**src/rtl/memory_ctrl_param.sv**
```systemverilog
// Parametrised registered single-port memory with request/acknowledge handshake.
// Accepts one access when idle, optionally waits WAIT_CYC cycles, then commits and pulses ack.
module memory_ctrl_param #(
  parameter int unsigned DATA_W   = 16,
  parameter int unsigned ADDR_W   = 12,
  parameter int unsigned DEPTH    = 32,
  parameter int unsigned WAIT_CYC = 0
) (
  input  logic              clk,
  input  logic              rst,
  input  logic              memrq,
  input  logic              rw,
  input  logic [ADDR_W-1:0] addr,
  input  logic [DATA_W-1:0] in_data,
  output logic              ready,
  output logic              ack,
  output logic              err,
  output logic [DATA_W-1:0] out_data
);

  localparam int unsigned CNT_W = 4;
  localparam int unsigned IDX_W = (DEPTH > 1) ? $clog2(DEPTH) : 1;

  typedef enum logic [1:0] {
    ST_IDLE,
    ST_WAIT,
    ST_DONE
  } state_e;

  state_e              state_q, state_d;
  logic [CNT_W-1:0]    cnt_q, cnt_d;
  logic [ADDR_W-1:0]   addr_q, addr_d;
  logic [DATA_W-1:0]   wdata_q, wdata_d;
  logic                rw_q, rw_d;
  logic                ready_q, ready_d;
  logic                ack_q, ack_d;
  logic                err_q, err_d;
  logic [DATA_W-1:0]   rdata_q, rdata_d;

  logic [DATA_W-1:0]   mem [DEPTH];

  logic                finish_c;
  logic                in_range_c;
  logic                mem_we_c;
  logic [ADDR_W-1:0]   req_addr_c;
  logic [DATA_W-1:0]   req_data_c;
  logic                req_rw_c;
  logic [IDX_W-1:0]    idx_c;

  // With no wait cycles the commit happens on the accept edge, so use the live request
  always_comb begin
    req_addr_c = addr_q;
    req_data_c = wdata_q;
    req_rw_c   = rw_q;
    if (state_q == ST_IDLE) begin
      req_addr_c = addr;
      req_data_c = in_data;
      req_rw_c   = rw;
    end
    in_range_c = ({1'b0, req_addr_c} < (ADDR_W + 1)'(DEPTH));
    idx_c      = req_addr_c[IDX_W-1:0];
  end

  always_comb begin
    state_d  = state_q;
    cnt_d    = cnt_q;
    addr_d   = addr_q;
    wdata_d  = wdata_q;
    rw_d     = rw_q;
    rdata_d  = rdata_q;
    err_d    = 1'b0;
    finish_c = 1'b0;
    mem_we_c = 1'b0;

    unique case (state_q)
      ST_IDLE: begin
        if (memrq) begin
          addr_d  = addr;
          wdata_d = in_data;
          rw_d    = rw;
          if (WAIT_CYC == 0) begin
            state_d  = ST_DONE;
            finish_c = 1'b1;
          end else begin
            cnt_d   = CNT_W'(WAIT_CYC);
            state_d = ST_WAIT;
          end
        end
      end
      ST_WAIT: begin
        cnt_d = cnt_q - CNT_W'(1);
        if (cnt_q == CNT_W'(1)) begin
          state_d  = ST_DONE;
          finish_c = 1'b1;
        end
      end
      ST_DONE: begin
        state_d = ST_IDLE;
      end
      default: begin
        state_d = ST_IDLE;
      end
    endcase

    // Commit: out-of-range reads return zero and never touch the array
    if (finish_c) begin
      err_d = ~in_range_c;
      if (req_rw_c) begin
        rdata_d = in_range_c ? mem[idx_c] : '0;
      end else begin
        mem_we_c = in_range_c & ~rst;
      end
    end

    ready_d = (state_d == ST_IDLE);
    ack_d   = (state_d == ST_DONE);
  end

  always_ff @(posedge clk or posedge rst) begin
    if (rst) begin
      state_q <= ST_IDLE;
      cnt_q   <= '0;
      addr_q  <= '0;
      wdata_q <= '0;
      rw_q    <= 1'b0;
      ready_q <= 1'b1;
      ack_q   <= 1'b0;
      err_q   <= 1'b0;
      rdata_q <= '0;
    end else begin
      state_q <= state_d;
      cnt_q   <= cnt_d;
      addr_q  <= addr_d;
      wdata_q <= wdata_d;
      rw_q    <= rw_d;
      ready_q <= ready_d;
      ack_q   <= ack_d;
      err_q   <= err_d;
      rdata_q <= rdata_d;
    end
  end

  always_ff @(posedge clk) begin
    if (mem_we_c) begin
      mem[idx_c] <= req_data_c;
    end
  end

  assign ready    = ready_q;
  assign ack      = ack_q;
  assign err      = err_q;
  assign out_data = rdata_q;

endmodule
```
**config.mk**
```make
export PLATFORM = sky130hd
export DESIGN_NAME = memory_ctrl_param
export DESIGN_NICKNAME = d
export VERILOG_FILES = /design/src/rtl/memory_ctrl_param.sv
export SDC_FILE = /design/constraint.sdc
export NUM_CORES = 1
export LEC_CHECK = 0
export BUFFER_PORTS_ARGS = -buffer_cell sky130_fd_sc_hd__buf_2
export CORE_MARGIN = 1.5
export CORE_UTILIZATION = 55
export CTS_CLUSTER_DIAMETER = 100
export DETAILED_ROUTE_END_ITERATION = 8
export HOLD_SLACK_MARGIN = 0.06
export PLACE_DENSITY_LB_ADDON = 0.15
export SLEW_MARGIN = 20
export SYNTH_ARGS = -nofsm -noshare
export SYNTH_HDL_FRONTEND = slang
export SYNTH_SLANG_ARGS = --single-unit
```
**constraint.sdc**
```tcl
create_clock -name clk -period 2.7 [get_ports clk]
set_input_delay 0.27 -clock clk [delete_from_list [all_inputs] [get_ports clk]]
set_output_delay 0.27 -clock clk [all_outputs]
set_load 0.01 [all_outputs]
```
==> run summary, run 1 <==
By area the synthesized netlist is led by edfxtp_1 (73%), o22ai_1 (7.2%), dfrtp_1 (6.3%), o21ai_0 (2.4%), nand2_1 (1.6%). Of all cell types, the one taking the most synthesized area is edfxtp_1. IR analysis of the VDD net gives a maximum drop of 0.000615 V. The transition time at the pin with the least slew margin works out to 0.987 ns.

Number of cell rows: 71. For the final net count, the log shows 1554. The first detailed-routing pass ran for 5 iterations. TritonCTS built the clock tree. The count of state elements after synthesis works out to 566.

For the worst setup path, the data required time is 3.00 ns. The die is 199 um tall. Floorplan die width: 199 um. The clock edge transition at the registers on the reported setup and hold paths is 0.06 ns. In this run the tool buffered the top-level ports with 50 buffer cells. After routing the design area is 0.0252 mm^2. The first global-routing pass estimated 82400 um of wire.

The floorplan step defined a die boundary enclosing 0.0394 mm^2. Of the post-synthesis cell area, the dominant cell type holds 73.1%. The power density over the cells came out at 768 mW/mm^2.

The tools report the area of the core as 0.0377 mm^2. The run gives -0.160 ns as the worst setup timing slack at the placement stage. The total detailed-routing wirelength was 56600 um; the post-synthesis cell area was 0.0210 mm^2. The number of global-route vias before repair is 12.8k.

The maximum fanout along the worst path came out at 15. The final count of negative-setup-slack endpoints was 0; the count of maximum capacitance violations was 0. Starting density of the core: 55.8%.

At the later pin of the worst-skew pair, clock insertion delay measures 0.61 ns. The run gives 0 as the final-report hold violation count. In the finished design, the share of the clock period the worst path needs comes to 96.7%. Worst hold-check path type: in2reg. The clock root buffer master is clkbuf_16.

Leaving out fill and tap cells, the most frequent cells in the layout are edfxtp_1 (512), o22ai_1 (242), buf_4 (137). For this run, the total global-route usage over all layers was measured as 29.4%. The tools report the number of buffers between clock root and the deepest sink as 3. When the netlist entered floorplanning its net count stood at 1330. For the final database, setup skew stands at 0.0224 ns. The max-slew headroom at the worst pin is 33.6%. The fraction of final layout cells sized beyond drive strength 1 is 22.2%. Among all flip-flop cells after synthesis, the most frequent one is edfxtp_1. The Yosys step of the flow raised 0 warnings.

Once layout is complete, the utilization of the core stands at 66.8%. Dividing the detail-routed wire length by the instance count gives 27.3 um. The share of flip-flops with an asynchronous set or reset is 9.54%. The count of unresolved DRC violations after routing came out at 0.

The path type of the worst setup path was reg2reg. TritonCTS created 55 clock buffers. The fraction of the yosys area taken by sequential cells was 79.5%. The kind of start point of the critical path was a register. For this design, the sink count on the clock tree is 566. After layout, the worst setup slack is 0.0879 ns. The count of placed standard cells including taps is 1938, and the largest net degree at the start of global routing is 55.

For the number of filler cells placed in the layout, the log shows 2666. The run finished with clean final reports. After legalization and detailed placement, the total HPWL measured 34500 um. Summed over all layers, the global routing overflow is 0. The average vias per placed instance is 6.23. Summing all placed instances gives a cell area of 0.0229 mm^2. For this run, the number of standard cells in the final layout without fillers is 2078. In this run the number of H-tree levels came out at 2. STA classifies the critical path endpoint as a register.

For this block, the initial DRC count from the detailed router was 1393. The run gives 0.09 ns as the minimum setup slack among reg-to-reg paths. In this run the static leakage power is 8.58 nW. After technology mapping, the gate count stands at 1296. Relative to the synthesized area, the layout overhead comes to 19.6%. The remaining antenna violation count after routing is 0, and the routability-driven placement congestion ratio is 0.887. On the final layout, the worst hold slack is 0.407 ns. The routed design could run at a clock period as short as 2.61 ns.

The leading cell type in the layout, fill and taps excluded was edfxtp_1. Each instance of the synthesized netlist takes up on average 16.2 um^2. For this design the top-level I/O count stands at 51. The design draws 19.3 mW. For this run, the top clock speed supported by timing is 383 MHz. Number of synthesized flops with an enable pin: 512.

The critical path data arrival time came out at 2.91 ns. The netlist uses 45 different library cells. The max-slew violation total from the final report was 0; the total vias in the final route was 13.0k. The initial antenna violation count is 3, and the sum of negative setup slack is 0 ns.
==> routing by layer <==
layer | wire [um] | GRT usage [%] | up-vias
met5 | 13 | 0 | -
li1 | - | - | 5681
met3 | 5890 | 7.87 | 113
met1 | 22400 | 40.5 | 6530
met2 | 26400 | 45.6 | 629
met4 | 1950 | 10.4 | 2
==> kinds of logic (layout without fill, tap and decap cells) <==
| family | after synthesis | count (layout) | synth area share, % |
|---|---|---|---|
| AO/OA/AOI/OAI | 411 | 411 | 12.0 |
| AND/OR/NAND/NOR | 202 | 203 | 4.27 |
| flip-flops | 566 | 566 | 79.5 |
| XOR/XNOR | 3 | 3 | 0.125 |
| buffers and inverters | 80 | 349 | 2.24 |
| multiplexers | 32 | 32 | 1.70 |
| other | 0 | 1 | 0 |
| adder cells (fa/ha/maj) | 2 | 2 | 0.119 |
==> critical path, cell delays in order (launching register included) <==
cell,delay [ns]
dfrtp_2,0.49
or2_4,0.30
or3_1,0.36
o31ai_1,0.27
nand2_1,0.23
buf_12,0.23
nor2_1,0.19
buf_6,0.23
==> path summary, 6_finish.rpt <==
kind / start / end / cells past startpoint
worst max-delay path: state_q[1]$_DFF_PP0_ / mem[12][10]$_DFFE_PP_ / 7
worst min-delay path: memrq / ready$_DFF_PP1_ / 3
worst max register to register: state_q[1]$_DFF_PP0_ / mem[12][10]$_DFFE_PP_ / 7
worst min register to register: out_data[1]$_DFFE_PP0P_ / out_data[1]$_DFFE_PP0P_ / 2
max in group asynchronous: rst / state_q[0]$_DFF_PP0_ / 4
min in group asynchronous: rst / cnt_q[2]$_DFFE_PP0N_ / 4
==> state kept, by name, summed over array words and instances (netlist names) <==
| register | count |
|---|---|
| mem | 512 |
| out_data | 16 |
| wdata_q | 16 |
| addr_q | 12 |
| cnt_q | 4 |
| state_q | 2 |
| ack | 1 |
| err | 1 |
| ready | 1 |
| rw_q | 1 |
==> layout make-up <==
cell class	instances	area, um^2	share of cell area (%)
clock inverter	34	353	1.40
clock buffer	69	1450	5.76
sequential	566	16700	66.5
antenna	1	2.50	0.00995
multi-input combinational	651	3910	15.5
inverter	4	18.8	0.0746
timing repair buffer	242	2060	8.17
tap	511	639	2.54
==> Yosys cell counts, types with 2 or more instances <==
cell type,n
a221oi_1,8
a22o_1,8
and2_1,3
buf_2,41
buf_4,4
buf_6,14
clkbuf_1,17
dfrtp_1,53
edfxtp_1,512
ha_1,2
inv_1,4
mux2_2,29
mux2i_1,3
nand2_1,89
nand2b_1,5
nand3_1,15
nand3b_1,4
nand4_1,13
nor2_1,56
nor3_1,4
nor4_1,3
o211ai_2,2
o21a_1,4
o21ai_0,101
o21ai_1,21
o21ai_2,2
o22ai_1,242
o22ai_2,2
o31ai_1,14
o41ai_1,4
or3_1,2
xor2_1,2
==> what timing repair did <==
item	4_1_cts	5_1_grt
hold buffers	31	0
resized for setup	8	14
buffers inserted	0	3
pin swaps	0	1
endpoints found under the hold margin	85	0
gates cloned	0	2
endpoints found under the setup margin	22	502
==> power breakdown <==
| group | internal (mW) | switching [mW] |
|---|---|---|
| clock | 4.47 | 3.24 |
| combinational | 0.609 | 1.17 |
| sequential | 9.78 | 0.0554 |
| total | 14.9 | 4.47 |
Note: power is estimated with default switching activity, not from simulation.
==> run 2, diff against run 1 <==
--- a/config.mk
+++ b/config.mk
@@ -9,9 +9,11 @@
 export CORE_MARGIN = 1.5
 export CORE_UTILIZATION = 55
 export CTS_CLUSTER_DIAMETER = 100
+export CTS_CLUSTER_SIZE = 28
 export DETAILED_ROUTE_END_ITERATION = 8
 export HOLD_SLACK_MARGIN = 0.06
 export PLACE_DENSITY_LB_ADDON = 0.15
+export RECOVER_POWER = 25
 export SLEW_MARGIN = 20
 export SYNTH_ARGS = -nofsm -noshare
 export SYNTH_HDL_FRONTEND = slang
==> run 2 against run 1 <==
The run now ends with max-capacitance violations, max-slew violations left. Core utilization is 3.1 points lower. Register-to-register slack worse by 0.06 ns. Flip-flop and latch count stayed put. Fmax is 2.3% lower. Sequential power hardly changed. Total power is 18% lower. Cell count is 2.9% lower. Setup slack worse by 0.062 ns. Clock power is 44% lower. Critical endpoint is now mem[12][11]$_DFFE_PP_. Highest routed layer is now met4.
==> run summary, run 2 (synthesis gave the netlist of run 1 again) <==
Total leakage power: 7.94 nW (-7.5%). The wire length of the first global-routing pass was 80500 um (-2.3%); the setup slack of the critical path after layout was 0.0255 ns (-0.0624 ns). The tools report the total global routing overflow as 0 (unchanged). TritonCTS built the clock tree. The number of H-tree levels is 1 (-1), and the worst setup timing slack at the placement stage is -0.160 ns (unchanged).

The critical path's largest stage delay works out to 0.86 ns (+0.37 ns). The floorplan die width was 199 um (unchanged); the max-slew violation total from the final report was 55 (+55). The largest net degree at the start of global routing is 55 (unchanged).

The minimum clock period after layout works out to 2.67 ns (+0.0624 ns). The max-slew headroom at the worst pin is -8.46% (-42 points), and the total power draw is 15.9 mW (-18%). The count of routing violations after the opening detailed-route iteration is 1529 (+9.8%).

Cell with the largest stage delay on the worst path: o31ai_1. By startpoint and endpoint, the worst setup path is classified as reg2reg. The critical path data arrival time is 2.95 ns (+0.04 ns), and the finished layout cell area is 0.0240 mm^2 (-4.6%).

The worst hold slack across all endpoints was 0.404 ns (-0.00321 ns). The fraction of final layout cells sized beyond drive strength 1 is 18.3% (-3.9 points). The flow ran to the end, but the final reports show violations.

Traced cell by cell, the critical path runs through nor2_2 -> o31ai_1 -> nand2_1 -> buf_12 -> nor2_1 -> buf_6. The total detailed-routing wirelength is 55500 um (-2.0%), and the number of buffers between clock root and the deepest sink is 3 (unchanged). Number of global-route vias before repair: 12.3k (-3.6%).

The clock edge transition at the registers on the reported setup and hold paths works out to 0.11 ns (+0.05 ns). Floorplan die height: 199 um (unchanged). The post-route fraction of the period consumed by the critical path is 99.1% (+2.3 points). The power density over the cells is 664 mW/mm^2 (-14%). The logs give 566 (unchanged) for the clock net sink count and 0 (unchanged) for the count of unresolved DRC violations after routing. The run gives 51 (unchanged) as the number of primary I/O pins. The run gives 0.0229 mm^2 (unchanged) as the placed instance area.

The library cells used most frequently in the layout, excluding fill and tap cells, are edfxtp_1 (512), o22ai_1 (242), buf_4 (124). The register with the most flip-flops in the final layout is mem. The routability-driven placement congestion ratio was 0.887 (unchanged); the wire length per cell was 27.5 um (+0.93%).

The run gives 2018 (-2.9%) as the count of non-filler cells in the finished layout. The run gives 2 (-1) as the initial antenna violation count. The maximum fanout along the worst path came out at 15 (unchanged). The logs give 28.3% (-1.0 points) for the global router's overall resource usage and 24 (-56%) for the number of buffers added by the clock tree synthesis step. The number of port buffers came out at 50 (unchanged).

The final reports fail on max-capacitance violations, max-slew violations. Clock tree synthesis selected as its root buffer the cell clkbuf_16. The tools report the area of the core as 0.0377 mm^2 (unchanged). For the final count of negative-setup-slack endpoints, the log shows 0 (unchanged). The startpoint identified for the worst hold timing path is memrq. The tools report the maximum vdd ir drop as 0.000513 V (-17%). The tools report the number of cell rows as 71 (unchanged). The worst setup path is captured at a register. For the starting density of the core, the log shows 55.8% (unchanged). Flip-flop count of the largest register, all copies and words added: 512 (unchanged). Count of maximum capacitance violations: 1 (+1). The leading cell type in the layout, fill and taps excluded was edfxtp_1. The tools report the number of search-and-repair iterations in the first detailed-routing pass as 5 (unchanged). The tools report the count of placed standard cells including taps as 1938 (unchanged). STA classifies the critical path startpoint as a register. Half-perimeter wire length of the detailed placement result: 34500 um (unchanged).

The average vias per placed instance was 6.30 (+0.99%); the full die area was 0.0394 mm^2 (unchanged). The transition time at the pin with the least slew margin works out to 1.63 ns (+0.640 ns). The data required time of the critical path was 2.98 ns (-0.02 ns); the final-report hold violation count was 0 (unchanged).

The worst hold-check path type is in2reg. For the total vias in the final route, the log shows 12.7k (-1.9%). The area added between synthesis and finish works out to 14.1%. The tools report the startpoint of the most critical register-to-register path as state_q[1]$_DFF_PP0_. The final net count is 1523 (-2.0%), and the maximum clock skew at final layout is 0.0225 ns (+0.000179 ns).

The highest attainable clock frequency came out at 374 MHz (-2.3%). The most critical setup path has its startpoint at state_q[1]$_DFF_PP0_. For the remaining antenna violation count after routing, the log shows 0 (unchanged). For the clock latency on the worst-skew pair, the log shows 0.58 ns (-0.03 ns).
-- run 2: cell types whose count changed in the layout (fill, tap and decap cells not counted), moves of 2 or more --
cell / before / now
clkbuf_16: 56 / 26
clkbuf_1: 12 / 37
buf_2: 50 / 30
buf_4: 137 / 124
clkbuf_2: 0 / 12
clkinv_1: 12 / 0
clkinv_2: 9 / 0
bufinv_16: 7 / 0
inv_6: 5 / 0
clkbuf_8: 2 / 0
-- run 2: repair_timing --
| action | in CTS | in global routing |
|---|---|---|
| endpoints found under the hold margin | 83 | 0 |
| hold buffers | 31 | 0 |
| gates cloned | 0 | 2 |
| resized for setup | 8 | 14 |
| buffers inserted | 0 | 3 |
| pin swaps | 0 | 1 |
| endpoints found under the setup margin | 38 | 511 |
-- run 2: worst max-delay path, delay by kind of cell (launching register included) --
kind / cells / cell delay (ns)
simple gates: 3 / 0.53
flops: 1 / 0.50
compound gates: 1 / 0.86
buf+inv: 2 / 0.46
-- run 2: metal layers --
layer	vias up	global-route usage [%]	wire length, um
li1	5591	-	-
met1	6499	40.9	22800
met2	549	45.5	26500
met3	66	4.76	4790
met4	0	7.13	1380
met5	-	0	0
-- run 2: path summary, 6_finish.rpt --
check,to,slack [ns],cells after the start
worst max-delay path,mem[12][11]$_DFFE_PP_,0.03,6
worst min-delay path,ready$_DFF_PP1_,0.40,3
worst max register to register,mem[12][11]$_DFFE_PP_,0.03,6
worst min register to register,cnt_q[3]$_DFFE_PP0N_,0.50,1
max in group asynchronous,state_q[0]$_DFF_PP0_,0.75,4
min in group asynchronous,state_q[1]$_DFF_PP0_,0.89,4
-- run 2: cell type report --
| type | count | area (um^2) |
|---|---|---|
| tap | 511 | 639 |
| inverter | 4 | 16.3 |
| clock inverter | 2 | 27.5 |
| multi-input combinational | 651 | 3910 |
| timing repair buffer | 242 | 1990 |
| clock buffer | 41 | 686 |
| fill | 2776 | 13700 |
| antenna | 1 | 2.50 |
| sequential | 566 | 16700 |
-- run 2: power by group --
group          internal, mW  switching, mW
Combinational         0.593           1.17
Sequential             9.77         0.0559
Clock                  1.78           2.57
-- run 2: per-stage QoR --
stage,util [%],TNS (ns)
2_1_floorplan,-,-16.79
3_3_place_gp,60.9,-0.0521
3_5_place_dp,60.9,-0.478
4_1_cts,63.6,0
5_1_grt,63.7,-0.0248
6_report,63.7,0
==> run 3, diff against run 2 <==
--- a/config.mk
+++ b/config.mk
@@ -7,13 +7,14 @@
 export LEC_CHECK = 0
 export BUFFER_PORTS_ARGS = -buffer_cell sky130_fd_sc_hd__buf_2
 export CORE_MARGIN = 1.5
-export CORE_UTILIZATION = 55
+export CORE_UTILIZATION = 35
 export CTS_CLUSTER_DIAMETER = 100
 export CTS_CLUSTER_SIZE = 28
 export DETAILED_ROUTE_END_ITERATION = 8
 export HOLD_SLACK_MARGIN = 0.06
 export PLACE_DENSITY_LB_ADDON = 0.15
 export RECOVER_POWER = 25
+export SETUP_SLACK_MARGIN = 0.5
 export SLEW_MARGIN = 20
 export SYNTH_ARGS = -nofsm -noshare
 export SYNTH_HDL_FRONTEND = slang
==> run 3 against run 2 <==
The flow finishes with violations (design-rule violations, max-capacitance violations, max-slew violations). Total power grew 5.6%. Wire length grew 17%. Combinational power grew 36%. Flip-flop and latch count is the same. Count of clock-buffer cells in the layout grew 1. Sequential share of layout area shrank 7.0 points. Via count grew 2.3%. Design area grew 11%. Critical path depth grew 2. First-iteration DRC count shrank 28%. Core utilization shrank 19 points. Highest routed layer unchanged.
==> run summary, run 3 (synthesis gave the netlist of run 1 again) <==
The number of global-route vias before repair was 13.0k (+5.4%); the cell depth of the worst flop-to-flop path was 8 (+2). The tools report the internal power as 12.6 mW (+3.7%). The run finished, with violations left. The logs give 55 (unchanged) for the max-slew violation total from the final report and 0 (unchanged) for the remaining antenna violation count after routing. The transition time at the pin with the least slew margin was 1.74 ns (+0.113 ns).

The number of search-and-repair iterations in the first detailed-routing pass was 7 (+2); the total leakage power was 8.77 nW (+10%). The power density over the cells is 630 mW/mm^2 (-5.1%). The combinational group share of total power is 14.2% (+3.1 points), and the number of buffers between clock root and the deepest sink is 3 (unchanged).

Worst hold path startpoint: addr[11]. The largest register by flop count was mem. The maximum fanout along the worst path is 32 (+17).

The floorplan die width is 248 um (+25%), and the finished layout cell area is 0.0267 mm^2 (+11%). The run gives 51 (unchanged) as the number of primary I/O pins. The final-report hold violation count is 0 (unchanged), and the wire length of the first global-routing pass is 92400 um (+15%).

The run gives 3 (+1) as the initial antenna violation count. The area added between synthesis and finish is 26.9%. The leading cell type in the layout, fill and taps excluded was edfxtp_1. The run gives 55 (unchanged) as the largest net degree at the start of global routing. The number of port buffers is 50 (unchanged). The run gives 2349 (+16%) as the count of non-filler cells in the finished layout.

The checks that failed: design-rule violations, max-capacitance violations, max-slew violations. The final net count came out at 1592 (+4.5%). Total vias in the final route: 13.0k (+2.3%). The signal on the critical path passes through buf_6 -> nor2_4 -> buf_6 -> clkbuf_1 -> clkbuf_2 -> nand2_1 -> nand2_1 -> buf_2. The fraction of final layout cells sized beyond drive strength 1 is 29.4% (+11 points), and the post-route fraction of the period consumed by the critical path is 95.3% (-3.7 points).

In the layout the commonest cells are edfxtp_1 (512), o22ai_1 (208), buf_4 (114). The global router's overall resource usage came out at 21.1% (-7.2 points). The path type of the worst setup path was reg2reg. The run gives 0.13 ns (+0.10 ns) as the minimum setup slack among reg-to-reg paths. The endpoint of the most critical register-to-register path was mem[10][13]$_DFFE_PP_. The tools report the end point of the most critical hold path as err$_DFF_PP0_. For the number of antenna cells inserted, the log shows 0 (-1). Routability-driven placement congestion ratio: 0.779 (-12%).

The maximum vdd ir drop came out at 0.000348 V (-32%). For the sequential share of power, the log shows 58.4% (-3.2 points). The switching fraction of total power is 25.2% (+1.4 points). The placed instance area is 0.0238 mm^2 (+3.9%).

The critical path capture point type was a register. The wire length per cell is 27.7 um (+0.82%). For the starting density of the core, the log shows 35.5% (-20 points). For the number of cell rows, the log shows 89 (+25%). The clock latency on the worst-skew pair is 0.59 ns (about the same), and the average vias per placed instance is 5.53 (-12%). Net switching power: 4.24 mW (+12%). The critical path's largest stage delay works out to 0.63 ns (-0.23 ns). The run gives 5229 (+88%) as the number of filler cells placed in the layout. Full die area: 0.0616 mm^2 (+56%). The count of maximum capacitance violations came out at 1 (unchanged). The logs give 16.8 mW (+5.6%) for the total power draw and 2.85 ns (-0.10 ns) for the critical path data arrival time. The run gives 0 (unchanged) as the final count of negative-setup-slack endpoints.

For the total global routing overflow, the log shows 0 (unchanged). The run gives 0.0592 mm^2 (+57%) as the area of the core. STA classifies the critical path startpoint as a register.

The floorplan die height came out at 248 um (+25%). The number of H-tree levels was 1 (unchanged). The worst hold path cell count works out to 5 (+2). The count of unresolved DRC violations after routing is 3 (+3). TritonCTS built the clock tree. Startpoint of the most critical register-to-register path: state_q[0]$_DFF_PP0_. For the half-perimeter wire length of the detailed placement result, the log shows 37300 um (+8.1%). The minimum clock period after layout came out at 2.57 ns (-0.100 ns).

The max-slew headroom at the worst pin is -16.0% (-7.5 points). The run gives 65200 um (+17%) as the total detailed-routing wirelength. The highest attainable clock frequency was 388 MHz (+3.9%). For the number of buffers added by the clock tree synthesis step, the log shows 25 (+4.2%).

Cell with the largest stage delay on the worst path: buf_2. The data required time of the critical path was 2.98 ns (about the same). The flip-flop count of the largest register, all copies and words added was 512 (unchanged). The count of routing violations after the opening detailed-route iteration was 1101 (-28%).

The clock edge transition at the registers on the reported setup and hold paths works out to 0.12 ns (about the same). Setup repair after global routing could not meet its margin everywhere. Worst hold-check path type: in2reg.

The logs give 27.4% (about the same) for the portion of total power attributed to the clock network and 566 (unchanged) for the clock net sink count. The critical path starts at state_q[0]$_DFF_PP0_. CTS placed an instance of clkbuf_16 at the clock tree root.

The maximum clock skew at final layout was 0.0237 ns (+0.00120 ns). The count of placed standard cells including taps is 2179 (+12%).
-- run 3: cell types whose count changed in the layout (fill, tap and decap cells not counted), moves of 10 or more --
cell | before | now
o22ai_1 | 242 | 208
buf_12 | 20 | 60
o22ai_4 | 0 | 11
buf_6 | 3 | 19
nor2_4 | 1 | 34
nor2_1 | 53 | 21
o21ai_0 | 95 | 34
o22ai_2 | 2 | 25
o21ai_1 | 24 | 63
buf_4 | 124 | 114
o21ai_2 | 5 | 24
-- run 3: stage by stage --
step                utilization, %  setup WS, ns  setup TNS [ns]  hold WS, ns
finish                        45.1         0.126               0        0.231
global route                  45.1        0.0510               0        0.206
CTS                           44.0         0.160               0       0.0618
detailed placement            40.2        -0.273          -0.569        0.460
global placement              40.2        -0.244          -0.478        0.462
floorplan                        -         0.476               0        0.322
-- run 3: cell type report --
type / instances / area, um^2 / share of cell area [%]
Timing Repair Buffer: 311 / 3440 / 12.9
Tap cell: 773 / 967 / 3.62
Clock inverter: 3 / 52.6 / 0.197
Sequential cell: 566 / 16700 / 62.7
Clock buffer: 42 / 711 / 2.66
Multi-Input combinational cell: 650 / 4780 / 17.9
Inverter: 4 / 16.3 / 0.0609
-- run 3: worst max-delay path by stage --
stage | end | cells after the start
CTS | out_data[1]$_DFFE_PP0P_ | 11
global placement | out_data[1]$_DFFE_PP0P_ | 11
detailed placement | out_data[1]$_DFFE_PP0P_ | 11
floorplan | mem[13][0]$_DFFE_PP_ | 8
global route | mem[6][5]$_DFFE_PP_ | 8
finish | mem[10][13]$_DFFE_PP_ | 8
-- run 3: timing repair --
item | 4_1_cts | 5_1_grt
pin swaps | 39 | 61
setup buffers | 61 | 20
resized for setup | 119 | 120
setup endpoints to repair | 528 | 538
cloned | 11 | 3
hold buffers | 30 | 0
endpoints found under the hold margin | 30 | 0
-- run 3: critical path: cells and delay by family (launching register included) --
| kind | cells | cell delay [ns] |
|---|---|---|
| simple gates | 3 | 0.31 |
| flops | 1 | 0.43 |
| buf+inv | 5 | 1.49 |
-- run 3: power groups by stage --
stage | clock [mW] | combinational, mW | sequential (mW)
final | 4.61 | 2.40 | 9.82
after global routing | 5.02 | 2.52 | 9.83
after floorplan | 0 | 0.912 | 10.0
after CTS | 4.70 | 2.25 | 9.81
after detailed placement | 0 | 1.79 | 10.0
after global placement | 0 | 1.78 | 10.0
-- run 3: routing by layer --
| layer | GRT usage [%] | vias to the layer above | wire (um) |
|---|---|---|---|
| li1 | - | 5731 | - |
| met1 | 30.2 | 6823 | 28800 |
| met2 | 35.2 | 392 | 31600 |
| met3 | 2.29 | 47 | 3740 |
| met4 | 3.83 | 0 | 1010 |
| met5 | 0 | - | 0 |
